==> src/rtl/morse_char_assembler.sv <==
// Morse key timer and character assembler: classifies presses as dot/dash, builds
// character codes, and flags letter and word gaps. Optional ASCII ROM via MORSE_ASCII_EN.
module morse_char_assembler #(
    parameter int UNIT_CYCLES   = 10,
    parameter int GLITCH_CYCLES = 3,
    parameter int MAX_SYMBOLS   = 5,
    parameter int LEN_W         = 4
) (
    input  logic                   clk,
    input  logic                   reset,
    input  logic                   key,
    output logic                   dot,
    output logic                   dash,
    output logic [MAX_SYMBOLS-1:0] live_code,
    output logic [LEN_W-1:0]       live_len,
    output logic                   char_valid,
    output logic [MAX_SYMBOLS-1:0] char_code,
    output logic [LEN_W-1:0]       char_len,
    output logic                   char_err,
    output logic                   word_gap
`ifdef MORSE_ASCII_EN
    ,
    output logic [7:0]             ascii
`endif
);

    // One spare bit so a resumed gap (base + glitch + 1) never wraps before saturation.
    localparam int CNT_W = $clog2(7 * UNIT_CYCLES + 1) + 1;

    localparam logic [CNT_W-1:0] GLITCH_C    = CNT_W'(GLITCH_CYCLES);
    localparam logic [CNT_W-1:0] PRESS_MAX_C = CNT_W'(2 * UNIT_CYCLES);
    localparam logic [CNT_W-1:0] LETTER_C    = CNT_W'(3 * UNIT_CYCLES);
    localparam logic [CNT_W-1:0] GAP_MAX_C   = CNT_W'(7 * UNIT_CYCLES);
    localparam logic [CNT_W-1:0] CNT_ONE     = CNT_W'(1);
    localparam logic [LEN_W-1:0] MAX_LEN_C   = LEN_W'(MAX_SYMBOLS);

    localparam logic [1:0] ST_IDLE  = 2'd0;
    localparam logic [1:0] ST_PRESS = 2'd1;
    localparam logic [1:0] ST_GAP   = 2'd2;

    logic [1:0]       state;
    logic [CNT_W-1:0] press_cnt;
    logic [CNT_W-1:0] gap_cnt;
    logic [CNT_W-1:0] gap_base;
    logic             err;
    logic             word_pend;

    logic             release_now;
    logic             press_glitch;
    logic             press_dash;
    logic             elem_accept;
    logic             adv_gap;
    logic [CNT_W-1:0] gap_prev;
    logic [CNT_W-1:0] gap_extra;
    logic [CNT_W-1:0] gap_adv;
    logic             letter_hit;
    logic             word_end;
    logic             word_hit;

    function automatic logic [CNT_W-1:0] sat_gap(input logic [CNT_W:0] v);
        if (v >= {1'b0, GAP_MAX_C})
            return GAP_MAX_C;
        return v[CNT_W-1:0];
    endfunction

    function automatic logic [CNT_W-1:0] sat_press(input logic [CNT_W-1:0] v);
        if (v >= PRESS_MAX_C)
            return PRESS_MAX_C;
        return v + CNT_ONE;
    endfunction

`ifdef MORSE_ASCII_EN
    // Codes are read first element at bit len-1, 1 = dash.
    function automatic logic [7:0] morse_ascii(input logic [LEN_W-1:0]       len,
                                               input logic [MAX_SYMBOLS-1:0] code,
                                               input logic                   bad);
        logic [11:0] sel;
        sel = {4'(len), 8'(code)};
        morse_ascii = 8'h3F;
        if (!bad) begin
            case (sel)
                {4'd1, 8'h00}: morse_ascii = 8'h45;
                {4'd1, 8'h01}: morse_ascii = 8'h54;
                {4'd2, 8'h01}: morse_ascii = 8'h41;
                {4'd2, 8'h00}: morse_ascii = 8'h49;
                {4'd2, 8'h03}: morse_ascii = 8'h4D;
                {4'd2, 8'h02}: morse_ascii = 8'h4E;
                {4'd3, 8'h04}: morse_ascii = 8'h44;
                {4'd3, 8'h06}: morse_ascii = 8'h47;
                {4'd3, 8'h05}: morse_ascii = 8'h4B;
                {4'd3, 8'h07}: morse_ascii = 8'h4F;
                {4'd3, 8'h02}: morse_ascii = 8'h52;
                {4'd3, 8'h00}: morse_ascii = 8'h53;
                {4'd3, 8'h01}: morse_ascii = 8'h55;
                {4'd3, 8'h03}: morse_ascii = 8'h57;
                {4'd4, 8'h08}: morse_ascii = 8'h42;
                {4'd4, 8'h0A}: morse_ascii = 8'h43;
                {4'd4, 8'h02}: morse_ascii = 8'h46;
                {4'd4, 8'h00}: morse_ascii = 8'h48;
                {4'd4, 8'h07}: morse_ascii = 8'h4A;
                {4'd4, 8'h04}: morse_ascii = 8'h4C;
                {4'd4, 8'h06}: morse_ascii = 8'h50;
                {4'd4, 8'h0D}: morse_ascii = 8'h51;
                {4'd4, 8'h01}: morse_ascii = 8'h56;
                {4'd4, 8'h09}: morse_ascii = 8'h58;
                {4'd4, 8'h0B}: morse_ascii = 8'h59;
                {4'd4, 8'h0C}: morse_ascii = 8'h5A;
                {4'd5, 8'h1F}: morse_ascii = 8'h30;
                {4'd5, 8'h0F}: morse_ascii = 8'h31;
                {4'd5, 8'h07}: morse_ascii = 8'h32;
                {4'd5, 8'h03}: morse_ascii = 8'h33;
                {4'd5, 8'h01}: morse_ascii = 8'h34;
                {4'd5, 8'h00}: morse_ascii = 8'h35;
                {4'd5, 8'h10}: morse_ascii = 8'h36;
                {4'd5, 8'h18}: morse_ascii = 8'h37;
                {4'd5, 8'h1C}: morse_ascii = 8'h38;
                {4'd5, 8'h1E}: morse_ascii = 8'h39;
                default:       morse_ascii = 8'h3F;
            endcase
        end
    endfunction
`endif

    // A glitch release folds its own cycles into the interrupted gap, so thresholds
    // are detected as crossings rather than exact hits.
    always_comb begin
        release_now  = (state == ST_PRESS) && !key;
        press_glitch = press_cnt < GLITCH_C;
        press_dash   = press_cnt >= PRESS_MAX_C;
        elem_accept  = release_now && !press_glitch;
        adv_gap      = 1'b0;
        gap_prev     = '0;
        gap_extra    = '0;
        if ((state == ST_GAP) && !key) begin
            adv_gap  = 1'b1;
            gap_prev = gap_cnt;
        end else if (release_now && press_glitch && (gap_base != '0)) begin
            adv_gap   = 1'b1;
            gap_prev  = gap_base;
            gap_extra = press_cnt;
        end
        gap_adv    = sat_gap({1'b0, gap_prev} + {1'b0, gap_extra} + {1'b0, CNT_ONE});
        letter_hit = adv_gap && (gap_prev < LETTER_C) && (gap_adv >= LETTER_C) &&
                     (live_len != '0);
        word_end   = adv_gap && (gap_adv == GAP_MAX_C);
        word_hit   = word_end && word_pend;
    end

    always_ff @(posedge clk or posedge reset) begin
        if (reset) begin
            state      <= ST_IDLE;
            press_cnt  <= '0;
            gap_cnt    <= '0;
            gap_base   <= '0;
            err        <= 1'b0;
            word_pend  <= 1'b0;
            dot        <= 1'b0;
            dash       <= 1'b0;
            live_code  <= '0;
            live_len   <= '0;
            char_valid <= 1'b0;
            char_code  <= '0;
            char_len   <= '0;
            char_err   <= 1'b0;
            word_gap   <= 1'b0;
`ifdef MORSE_ASCII_EN
            ascii      <= 8'h00;
`endif
        end else begin
            dot        <= 1'b0;
            dash       <= 1'b0;
            char_valid <= 1'b0;
            word_gap   <= 1'b0;

            case (state)
                ST_IDLE: begin
                    if (key) begin
                        state     <= ST_PRESS;
                        press_cnt <= CNT_ONE;
                        gap_base  <= '0;
                    end
                end
                ST_PRESS: begin
                    if (key) begin
                        press_cnt <= sat_press(press_cnt);
                    end else begin
                        press_cnt <= '0;
                        if (adv_gap) begin
                            gap_cnt <= word_end ? '0 : gap_adv;
                            state   <= word_end ? ST_IDLE : ST_GAP;
                        end else begin
                            gap_cnt <= CNT_ONE;
                            state   <= ST_GAP;
                        end
                    end
                end
                ST_GAP: begin
                    if (key) begin
                        state     <= ST_PRESS;
                        press_cnt <= CNT_ONE;
                        gap_base  <= gap_cnt;
                        gap_cnt   <= '0;
                    end else begin
                        gap_cnt <= word_end ? '0 : gap_adv;
                        if (word_end)
                            state <= ST_IDLE;
                    end
                end
                default: state <= ST_IDLE;
            endcase

            if (elem_accept) begin
                dot  <= !press_dash;
                dash <= press_dash;
                if (live_len >= MAX_LEN_C) begin
                    err <= 1'b1;
                end else begin
                    live_code <= (live_code << 1) | MAX_SYMBOLS'(press_dash);
                    live_len  <= live_len + LEN_W'(1);
                end
            end

            if (letter_hit) begin
                char_valid <= 1'b1;
                char_code  <= live_code;
                char_len   <= live_len;
                char_err   <= err;
`ifdef MORSE_ASCII_EN
                ascii      <= morse_ascii(live_len, live_code, err);
`endif
                live_code  <= '0;
                live_len   <= '0;
                err        <= 1'b0;
                word_pend  <= 1'b1;
            end

            if (word_hit) begin
                word_gap  <= 1'b1;
                word_pend <= 1'b0;
            end
        end
    end

endmodule

==> config.mk <==
export PLATFORM = sky130hd
export DESIGN_NAME = morse_char_assembler
export DESIGN_NICKNAME = d
export VERILOG_FILES = /design/src/rtl/morse_char_assembler.sv
export SDC_FILE = /design/constraint.sdc
export NUM_CORES = 1
export LEC_CHECK = 0
export BUFFER_PORTS_ARGS = -buffer_cell sky130_fd_sc_hd__buf_4
export CAP_MARGIN = 0
export CORE_MARGIN = 3
export CORE_UTILIZATION = 59
export DETAILED_ROUTE_END_ITERATION = 10
export PLACE_DENSITY_LB_ADDON = 0.25
export SLEW_MARGIN = 10
export SYNTH_ARGS = -nofsm -noshare
export SYNTH_HDL_FRONTEND = slang
export SYNTH_SLANG_ARGS = --single-unit
==> constraint.sdc <==
create_clock -name clk -period 4 [get_ports clk]
set_clock_uncertainty 0.05 [all_clocks]
set_input_delay 0.2 -clock clk [delete_from_list [all_inputs] [get_ports clk]]
set_output_delay 0.2 -clock clk [all_outputs]
set_load 0.01 [all_outputs]
==> results of run 1 <==
-- worst max-delay path: cells and delay by family (launching register included) --
family	cells	cell delay [ns]
flip-flops	1	0.43
AND/OR/NAND/NOR	5	0.92
AO/OA/AOI/OAI	4	0.87
adder cells (fa/ha/maj)	3	0.88
multiplexers	1	0.34
buffers and inverters	1	0.16
-- state kept, by name, indices dropped and copies added, names as in the netlist --
| register | flops |
|---|---|
| err | 1 |
| word_gap | 1 |
| gap_base | 8 |
| word_pend | 1 |
| char_valid | 1 |
| char_code | 5 |
| live_len | 4 |
| char_len | 4 |
| state | 2 |
| press_cnt | 8 |
| dash | 1 |
| live_code | 5 |
| dot | 1 |
| char_err | 1 |
| gap_cnt | 8 |
-- kinds of logic after synthesis --
| family | Yosys count |
|---|---|
| fa+ha+maj | 15 |
| flops | 51 |
| mux | 18 |
| other cells | 1 |
| xor+xnor | 8 |
| compound gates | 64 |
| simple gates | 114 |
| buf+inv | 22 |
-- per-layer routing --
| layer | up-vias | share of wire (%) | GRT usage (%) |
|---|---|---|---|
| met5 | - | 0 | 0 |
| met4 | 0 | 0.53 | 6.60 |
| met3 | 5 | 4.8 | 3.43 |
| met2 | 65 | 50 | 37.4 |
| met1 | 1108 | 45 | 31.5 |
| li1 | 1100 | - | - |
-- metrics by stage --
step                      hold WS (ns)  total power, W  worst slack (ns)  std cells
after floorplan                  0.339        0.000819             0.355        298
after global placement           0.419        0.000915             0.400        376
after detailed placement         0.426        0.000925             0.173        376
after CTS                        0.138         0.00120             0.163        383
after global routing             0.189         0.00127            0.0150        384
final                            0.102         0.00120             0.240        384
-- where the power goes --
part | total (W) | switching, W | internal, W
clock network | 0.000279 | 0.000160 | 0.000120
logic | 0.000296 | 0.000156 | 0.000140
registers | 0.000622 | 0.0000571 | 0.000565
total | 0.00120 | 0.000373 | 0.000825
-- how the worst max path moves through the flow --
stage / from / end / cells after the start
after floorplan: press_cnt[0] / char_len[3] / 16
after global placement: press_cnt[0] / char_code[4] / 14
after detailed placement: press_cnt[0] / char_code[3] / 14
after CTS: press_cnt[0] / char_code[3] / 14
after global routing: press_cnt[0] / char_code[1] / 14
final: press_cnt[0] / char_code[3] / 14
-- layout by cell type, fill, tap and decap left out, drive strengths merged, types with 2 or more instances in the layout --
| cell type | count |
|---|---|
| and2 | 5 |
| nor2b | 4 |
| a211oi | 3 |
| a22o | 6 |
| xnor2 | 5 |
| conb | 6 |
| a21o | 2 |
| clkinv | 2 |
| nand4 | 4 |
| nand2 | 42 |
| xor2 | 3 |
| clkbuf | 5 |
| inv | 11 |
| a21oi | 9 |
| nor3 | 4 |
| mux2 | 11 |
| ha | 14 |
| or3 | 2 |
| buf | 38 |
| o21ai | 22 |
| o211ai | 2 |
| dfrtp | 51 |
| nor4b | 2 |
| nand2b | 6 |
| and3 | 5 |
| a22oi | 2 |
| mux2i | 7 |
| nor3b | 3 |
| nand3 | 5 |
| nor2 | 30 |
| a32o | 2 |
| a31oi | 3 |
| a21boi | 2 |
-- cell type report --
class | instances | share of cell area (%)
Clock buffer | 5 | 2.11
Inverter | 11 | 1.35
Multi-Input combinational cell | 225 | 46.1
Sequential cell | 51 | 39.2
Clock inverter | 2 | 0.423
Tap cell | 52 | 2.00
Timing Repair Buffer | 38 | 8.77
-- repair_timing --
action / in CTS / in global routing
setup endpoints to repair: 0 / 15
hold buffers: 0 / 0
resized for setup: 0 / 2
setup buffers: 0 / 1
==> results.json, run 1 <==
{
  "power.leakage_nw": 1.63,
  "vias": 2278,
  "yosysMostFrequentCell": "dfrtp_1",
  "yosysWarnings": 0,
  "cp-start-kind": "register",
  "numPortBuffers": 25,
  "synth.area.mux_share_pct": 7.33,
  "seq_area_um2": 1280,
  "synth_top_cells_by_area": "dfrtp_1 (45%), ha_1 (6.1%), nand2_1 (5.5%)",
  "antenna_found_initial": 0,
  "r2r_slack_ns": 0.24,
  "area_growth_pct": 14.1,
  "cts_htree_levels": 2,
  "tightest_slew_ns": 1.01,
  "final_cell_area_um2": 3250,
  "synth_xor_area_share_pct": 2.46,
  "n_antenna_cell": 0,
  "rr_startpoint": "press_cnt[0]",
  "die_w_um": 75.5,
  "drt_wl_total_um": 6020,
  "hold_viol_final": 0,
  "synth_top_family_by_area": "simple AND/OR/NAND/NOR gates",
  "cp_common_cell": "ha_1",
  "netlist.area_leader.share_pct": 44.8,
  "nFillCells": 344,
  "syn_avg_cell_area_um2": 9.73,
  "peakVddDrop_mv": 0.273,
  "r2r_cells": 14,
  "synth_flop_cell": "dfrtp_1",
  "synth_commonest_cells": "dfrtp_1 (51), nand2_1 (42), nor2_1 (30), o21ai_0 (18), ha_1 (14)",
  "syn_area_um2": 2850,
  "setup-tns-final_ns": 0,
  "synth-async-reset-ratio_pct": 100,
  "cp.required_ns": 4.13,
  "multiInputGateArea_um2": 1500,
  "grt_pass1_wl_um": 10100,
  "max_stage_delay_ns": 0.43,
  "die_h_um": 75.5,
  "final_nets": 350,
  "routabilityCongestion": 0.948,
  "ys_types": 55,
  "synth_fa_ha_area_share_pct": 6.85,
  "clk_path_buf_depth": 2,
  "root_buffer": "clkbuf_8",
  "period_needed_ns": 3.76,
  "num_rows": 24,
  "timing.final.crit_share_pct": 94.0,
  "routedWlPerCell_um": 15.7,
  "synth_edf_count": 0,
  "cts_made_buffers": 5,
  "start_util_pct": 63.3,
  "synthCells": 293,
  "dr.pass1.iters": 5,
  "cts_tree": "done",
  "grt_usage_pct": 22.8,
  "grt_setup_unrepaired": "no",
  "final_util_pct": 72.3,
  "synth-simple-area-share_pct": 20.0,
  "arrival_ns": 3.89,
  "slew_violations": 0,
  "relSlewSlack_pct": 32.3,
  "p_per_area_nw_per_um2": 368,
  "fmax_mhz": 266,
  "ant_nets": 0,
  "worstSetupPathType": "register to register",
  "dp_hpwl_um": 4640,
  "gr-total-overflow": 0,
  "slowest_stage": "dfrtp_1",
  "reg2reg_to": "char_code[3]",
  "cp_cell_sequence": "ha_1 -> nor3_2 -> and3_1 -> o41a_1 -> nand2_1 -> ha_1 -> fa_1 -> nand2b_1 -> a211oi_2 -> o211ai_1 -> and2_1 -> a41o_1 -> inv_4 -> mux2_1",
  "ys_ff_latch": 51,
  "cts.clk_slew.worst_paths_ns": 0.09,
  "cap_violations": 0,
  "yosysSeqAreaShare_pct": 44.8,
  "core_um2": 4500,
  "worstPathMaxFanout": 16,
  "cp-end-kind": "register",
  "synth_top_area_cell": "dfrtp_1",
  "clk_latency_ns": 0.29,
  "grt_pass1_vias": 2171,
  "placed_area_um2": 3160,
  "synth_compound_area_share_pct": 14.9,
  "vias_per_cell": 5.93,
  "hold_path_class": "input pin to asynchronous set/reset pin",
  "finalSetupViolCount": 0,
  "grt_max_degree": 52,
  "die_area_um2": 5700,
  "status": "complete, no violations",
  "drc": 0,
  "drive_above_1_share_pct": 17.8,
  "cts_num_sinks": 51,
  "drt_iter0_markers": 224,
  "num_io_pins": 26
}
Note: power is estimated with default switching activity, not from simulation.
==> inputs of run 2 (changes only) <==
--- a/config.mk
+++ b/config.mk
@@ -8,7 +8,7 @@
 export BUFFER_PORTS_ARGS = -buffer_cell sky130_fd_sc_hd__buf_4
 export CAP_MARGIN = 0
 export CORE_MARGIN = 3
-export CORE_UTILIZATION = 59
+export CORE_UTILIZATION = 62
 export DETAILED_ROUTE_END_ITERATION = 10
 export PLACE_DENSITY_LB_ADDON = 0.25
 export SLEW_MARGIN = 10
==> constraint.sdc (replaced) <==
create_clock -name clk -period 4.35 [get_ports clk]
set_clock_uncertainty 0.05 [all_clocks]
set_input_delay 0.2175 -clock clk [delete_from_list [all_inputs] [get_ports clk]]
set_output_delay 0.2175 -clock clk [all_outputs]
set_load 0.01 [all_outputs]
==> results.json, run 2 (synthesis results as in run 1) <==
{
  "grt_max_degree": 52,
  "hold_viol_final": 0,
  "slew_violations": 0,
  "dp_hpwl_um": 4440,
  "drt_wl_total_um": 6040,
  "worstSetupPathType": "register to register",
  "n_antenna_cell": 0,
  "grt_setup_unrepaired": "no",
  "vias": 2250,
  "fmax_mhz": 247,
  "relSlewSlack_pct": 32.2,
  "reg2reg_to": "char_code[2]",
  "arrival_ns": 4.19,
  "numPortBuffers": 25,
  "routedWlPerCell_um": 16.0,
  "cts_tree": "done",
  "hold_path_class": "input pin to asynchronous set/reset pin",
  "die_h_um": 73.8,
  "setup-tns-final_ns": 0,
  "p_per_area_nw_per_um2": 352,
  "gr-total-overflow": 0,
  "num_io_pins": 26,
  "grt_pass1_vias": 2147,
  "p_total_w": 0.00113,
  "peakVddDrop_mv": 0.215,
  "core_um2": 4380,
  "rr_startpoint": "press_cnt[0]",
  "die_area_um2": 5450,
  "antenna_found_initial": 0,
  "cap_violations": 0,
  "tightest_slew_ns": 1.02,
  "timing.final.crit_share_pct": 93.0,
  "vias_per_cell": 5.97,
  "cp-start-kind": "register",
  "final_nets": 342,
  "grt_pass1_wl_um": 10000,
  "final_common_cell": "dfrtp_1",
  "routabilityCongestion": 0.910,
  "root_buffer": "clkbuf_8",
  "drive_above_1_share_pct": 15.7,
  "clk_latency_ns": 0.31,
  "cts_htree_levels": 2,
  "cts_num_sinks": 51,
  "status": "complete, no violations",
  "clk_path_buf_depth": 2,
  "finalSetupViolCount": 0,
  "cts_made_buffers": 5,
  "start_util_pct": 65.0,
  "area_growth_pct": 12.3,
  "ant_nets": 0,
  "cp.required_ns": 4.49,
  "grt_usage_pct": 23.7,
  "die_w_um": 73.8,
  "drt_iter0_markers": 239,
  "power.leakage_nw": 1.59,
  "r2r_cells": 14,
  "period_needed_ns": 4.04,
  "final_cell_area_um2": 3200,
  "worstPathMaxFanout": 16,
  "cp-end-kind": "register",
  "dr.pass1.iters": 4,
  "cts_setup_buffers": 0,
  "num_rows": 24,
  "r2r_slack_ns": 0.31,
  "final_cell_mix": "dfrtp_1 (51), nand2_1 (42), nor2_1 (30), buf_4 (30), o21ai_0 (18)",
  "drc": 0,
  "largestRegisters": "gap_base: 8 flops, gap_cnt: 8 flops, press_cnt: 8 flops",
  "cts.clk_slew.worst_paths_ns": 0.09,
  "placed_area_um2": 3100
}
run 2: changes by cell type in the layout (fill, tap and decap cells not counted), sizes merged:
cell / delta
buf: -8
clkbuf: +1
clkinvlp: +1
clkinv: -1
run 2: worst max path at each step:
stage,to,cells past startpoint,startpoint
after floorplan,char_len[3],16,press_cnt[0]
after global placement,char_code[1],14,press_cnt[0]
after detailed placement,char_code[2],14,press_cnt[0]
after CTS,char_code[2],14,press_cnt[0]
after global routing,char_err,14,press_cnt[0]
final,char_code[2],14,press_cnt[0]
run 2: timing repair:
item | CTS | global route
gates resized for setup | 0 | 1
hold buffers | 0 | 0
endpoints found under the setup margin | 0 | 6
run 2: critical path, stage by stage (launching register included):
cell	delay (ns)
dfrtp_1	0.44
ha_1	0.27
nor3_2	0.26
and3_2	0.32
o41a_1	0.26
nand2_1	0.11
ha_1	0.20
fa_1	0.39
nand2b_1	0.17
a21oi_1	0.26
xnor2_1	0.20
a32oi_1	0.16
a41o_1	0.31
inv_4	0.17
mux2_1	0.35
run 2: final cells by class:
type | instances | area, um2
fillers | 320 | 1180
well taps | 52 | 65.1
clock buffers | 6 | 82.6
clock inverters | 2 | 16.3
repair buffers | 30 | 225
multi-input cells | 225 | 1490
inverters | 11 | 43.8
flip-flops and latches | 51 | 1280
run 2: layer usage:
metal	vias up	routed length (um)	GRT usage (%)
met3	8	233	4.51
li1	1092	-	-
met4	0	53	7.24
met1	1104	2720	32.2
met2	46	3040	38.4
met5	-	0	0
run 2: power by group:
| group | total (W) | internal (W) | switching [W] | leakage (nW) |
|---|---|---|---|---|
| clock network | 0.000290 | 0.000130 | 0.000160 | 0.0474 |
| registers | 0.000576 | 0.000520 | 0.0000560 | 0.695 |
| logic | 0.000261 | 0.000122 | 0.000139 | 0.852 |
| total | 0.00113 | 0.000772 | 0.000356 | 1.59 |
run 2: stage by stage:
step | util, % | cells | worst slack [ns] | hold slack (ns)
2_1_floorplan | - | 298 | 0.705 | 0.356
3_3_place_gp | 70.8 | 369 | 0.481 | 0.401
3_5_place_dp | 70.8 | 369 | 0.282 | 0.428
4_1_cts | 73.0 | 377 | 0.263 | 0.143
5_1_grt | 73.1 | 377 | 0.0315 | 0.182
6_report | 73.1 | 377 | 0.305 | 0.106
==> inputs of run 3 (changes only) <==
--- a/config.mk
+++ b/config.mk
@@ -8,7 +8,7 @@
 export BUFFER_PORTS_ARGS = -buffer_cell sky130_fd_sc_hd__buf_4
 export CAP_MARGIN = 0
 export CORE_MARGIN = 3
-export CORE_UTILIZATION = 62
+export CORE_UTILIZATION = 59
 export DETAILED_ROUTE_END_ITERATION = 10
 export PLACE_DENSITY_LB_ADDON = 0.25
 export SLEW_MARGIN = 10
==> constraint.sdc (replaced) <==
create_clock -name clk -period 4.6 [get_ports clk]
set_clock_uncertainty 0.05 [all_clocks]
set_input_delay 0.23 -clock clk [delete_from_list [all_inputs] [get_ports clk]]
set_output_delay 0.23 -clock clk [all_outputs]
set_load 0.01 [all_outputs]
==> results.json, run 3 (synthesis results as in run 1) <==
{
  "area_growth_pct": 13.3,
  "setup-tns-final_ns": 0,
  "numPortBuffers": 25,
  "clk_latency_ns": 0.31,
  "drc": 0,
  "status": "complete, no violations",
  "grt_setup_unrepaired": "no",
  "core_um2": 4500,
  "worstPathMaxFanout": 16,
  "r2r_cells": 14,
  "num_rows": 24,
  "grt_max_degree": 52,
  "vias_per_cell": 6.06,
  "cts_tree": "done",
  "gr-total-overflow": 0,
  "nFillCells": 351,
  "endpoint": "char_err",
  "drive_above_1_share_pct": 15.7,
  "p_per_area_nw_per_um2": 348,
  "crit_path_start": "press_cnt[0]",
  "cts_num_sinks": 51,
  "hold_path_class": "input pin to asynchronous set/reset pin",
  "start_util_pct": 63.3,
  "grt_usage_pct": 23.1,
  "cap_violations": 0,
  "timing.final.crit_share_pct": 92.8,
  "cp-start-kind": "register",
  "fmax_mhz": 234,
  "n_antenna_cell": 0,
  "root_buffer": "clkbuf_8",
  "die_w_um": 75.5,
  "cts_htree_levels": 2,
  "power.leakage_nw": 1.61,
  "dr.pass1.iters": 4,
  "peakVddDrop_mv": 0.282,
  "grt_pass1_vias": 2098,
  "final_cell_mix": "dfrtp_1 (51), nand2_1 (42), nor2_1 (30), buf_4 (30), o21ai_0 (18)",
  "rr_startpoint": "press_cnt[0]",
  "antenna_found_initial": 0,
  "routabilityCongestion": 0.845,
  "slew_violations": 0,
  "ant_nets": 0,
  "finalSetupViolCount": 0,
  "drt_wl_total_um": 6140,
  "final_nets": 342,
  "die_h_um": 75.5,
  "hold_viol_final": 0,
  "cts.clk_slew.worst_paths_ns": 0.10,
  "dp_hpwl_um": 4500,
  "p_total_w": 0.00112,
  "worstSetupPathType": "register to register",
  "grt_pass1_wl_um": 10100,
  "vias": 2284,
  "num_io_pins": 26,
  "drt_iter0_markers": 209,
  "cts_made_buffers": 5,
  "clk_path_buf_depth": 2,
  "die_area_um2": 5700,
  "arrival_ns": 4.41,
  "r2r_slack_ns": 0.33,
  "reg2reg_to": "char_err",
  "tightest_slew_ns": 1.02,
  "relSlewSlack_pct": 32.1,
  "cts_setup_buffers": 0,
  "routedWlPerCell_um": 16.3,
  "largestRegisters": "gap_base: 8 flops, gap_cnt: 8 flops, press_cnt: 8 flops",
  "cp-end-kind": "register",
  "period_needed_ns": 4.27,
  "final_common_cell": "dfrtp_1",
  "cts_hold_buffers": 0,
  "cp.required_ns": 4.74
}
-- run 3: area by class of cell --
class | instances | area (um2) | share of cell area (%)
multi-input cells | 225 | 1500 | 46.4
clock inverters | 2 | 38.8 | 1.20
repair buffers | 30 | 225 | 6.97
well taps | 52 | 65.1 | 2.01
flip-flops and latches | 51 | 1280 | 39.5
clock buffers | 6 | 82.6 | 2.56
inverters | 11 | 43.8 | 1.36
-- run 3: where the power goes --
part | total, W | switching [W] | internal [W] | leakage [nW]
registers | 0.000540 | 0.0000481 | 0.000492 | 0.695
clock network | 0.000333 | 0.000154 | 0.000179 | 0.0618
logic | 0.000252 | 0.000139 | 0.000113 | 0.853
total | 0.00112 | 0.000341 | 0.000784 | 1.61
-- run 3: per-stage QoR --
| step | hold WS [ns] | area [um2] | util, % | instances | worst slack, ns |
|---|---|---|---|---|---|
| final | 0.116 | 3230 | 71.7 | 377 | 0.332 |
| after floorplan | 0.369 | 2870 | - | 298 | 0.955 |
| after global placement | 0.411 | 3100 | 68.9 | 369 | 0.582 |
| after CTS | 0.161 | 3220 | 71.6 | 377 | 0.342 |
| after global routing | 0.201 | 3230 | 71.7 | 377 | 0.0210 |
| after detailed placement | 0.419 | 3100 | 68.9 | 369 | 0.414 |
-- run 3: layer usage --
metal  vias to the layer above  part of all wire (%)  global-route usage (%)  routed length, um
met2                        67                    48                    36.0               2960
met5                         -                     0                       0                  0
met4                         0                  0.86                    5.24                 53
met1                      1120                    45                    33.5               2790
li1                       1090                     -                       -                  -
met3                         7                   5.5                    4.62                335
-- run 3: worst min path at each step --
stage                     startpoint           end  slack, ns  cells after the start
after detailed placement   word_pend     word_pend       0.42                      1
after CTS                      reset  press_cnt[6]       0.16                      2
after global routing           reset  char_code[2]       0.20                      2
after global placement     word_pend     word_pend       0.41                      1
final                          reset  press_cnt[5]       0.12                      2
after floorplan                  key          dash       0.37                      3
-- run 3: repair_timing --
action                                  CTS  global route
endpoints found under the setup margin    0             5
endpoints found under the hold margin     0             0
gates resized for setup                   0             1
-- run 3: worst max-delay path, stage by stage, from the launching register on --
cell	delay (ns)
dfrtp_1	0.44
ha_1	0.28
nor3_2	0.26
and3_1	0.34
o41a_1	0.29
nand2_1	0.11
ha_1	0.20
fa_1	0.39
nand2b_1	0.19
a21oi_1	0.28
xnor2_1	0.14
a32oi_1	0.21
a41o_1	0.45
inv_4	0.16
mux2_1	0.35
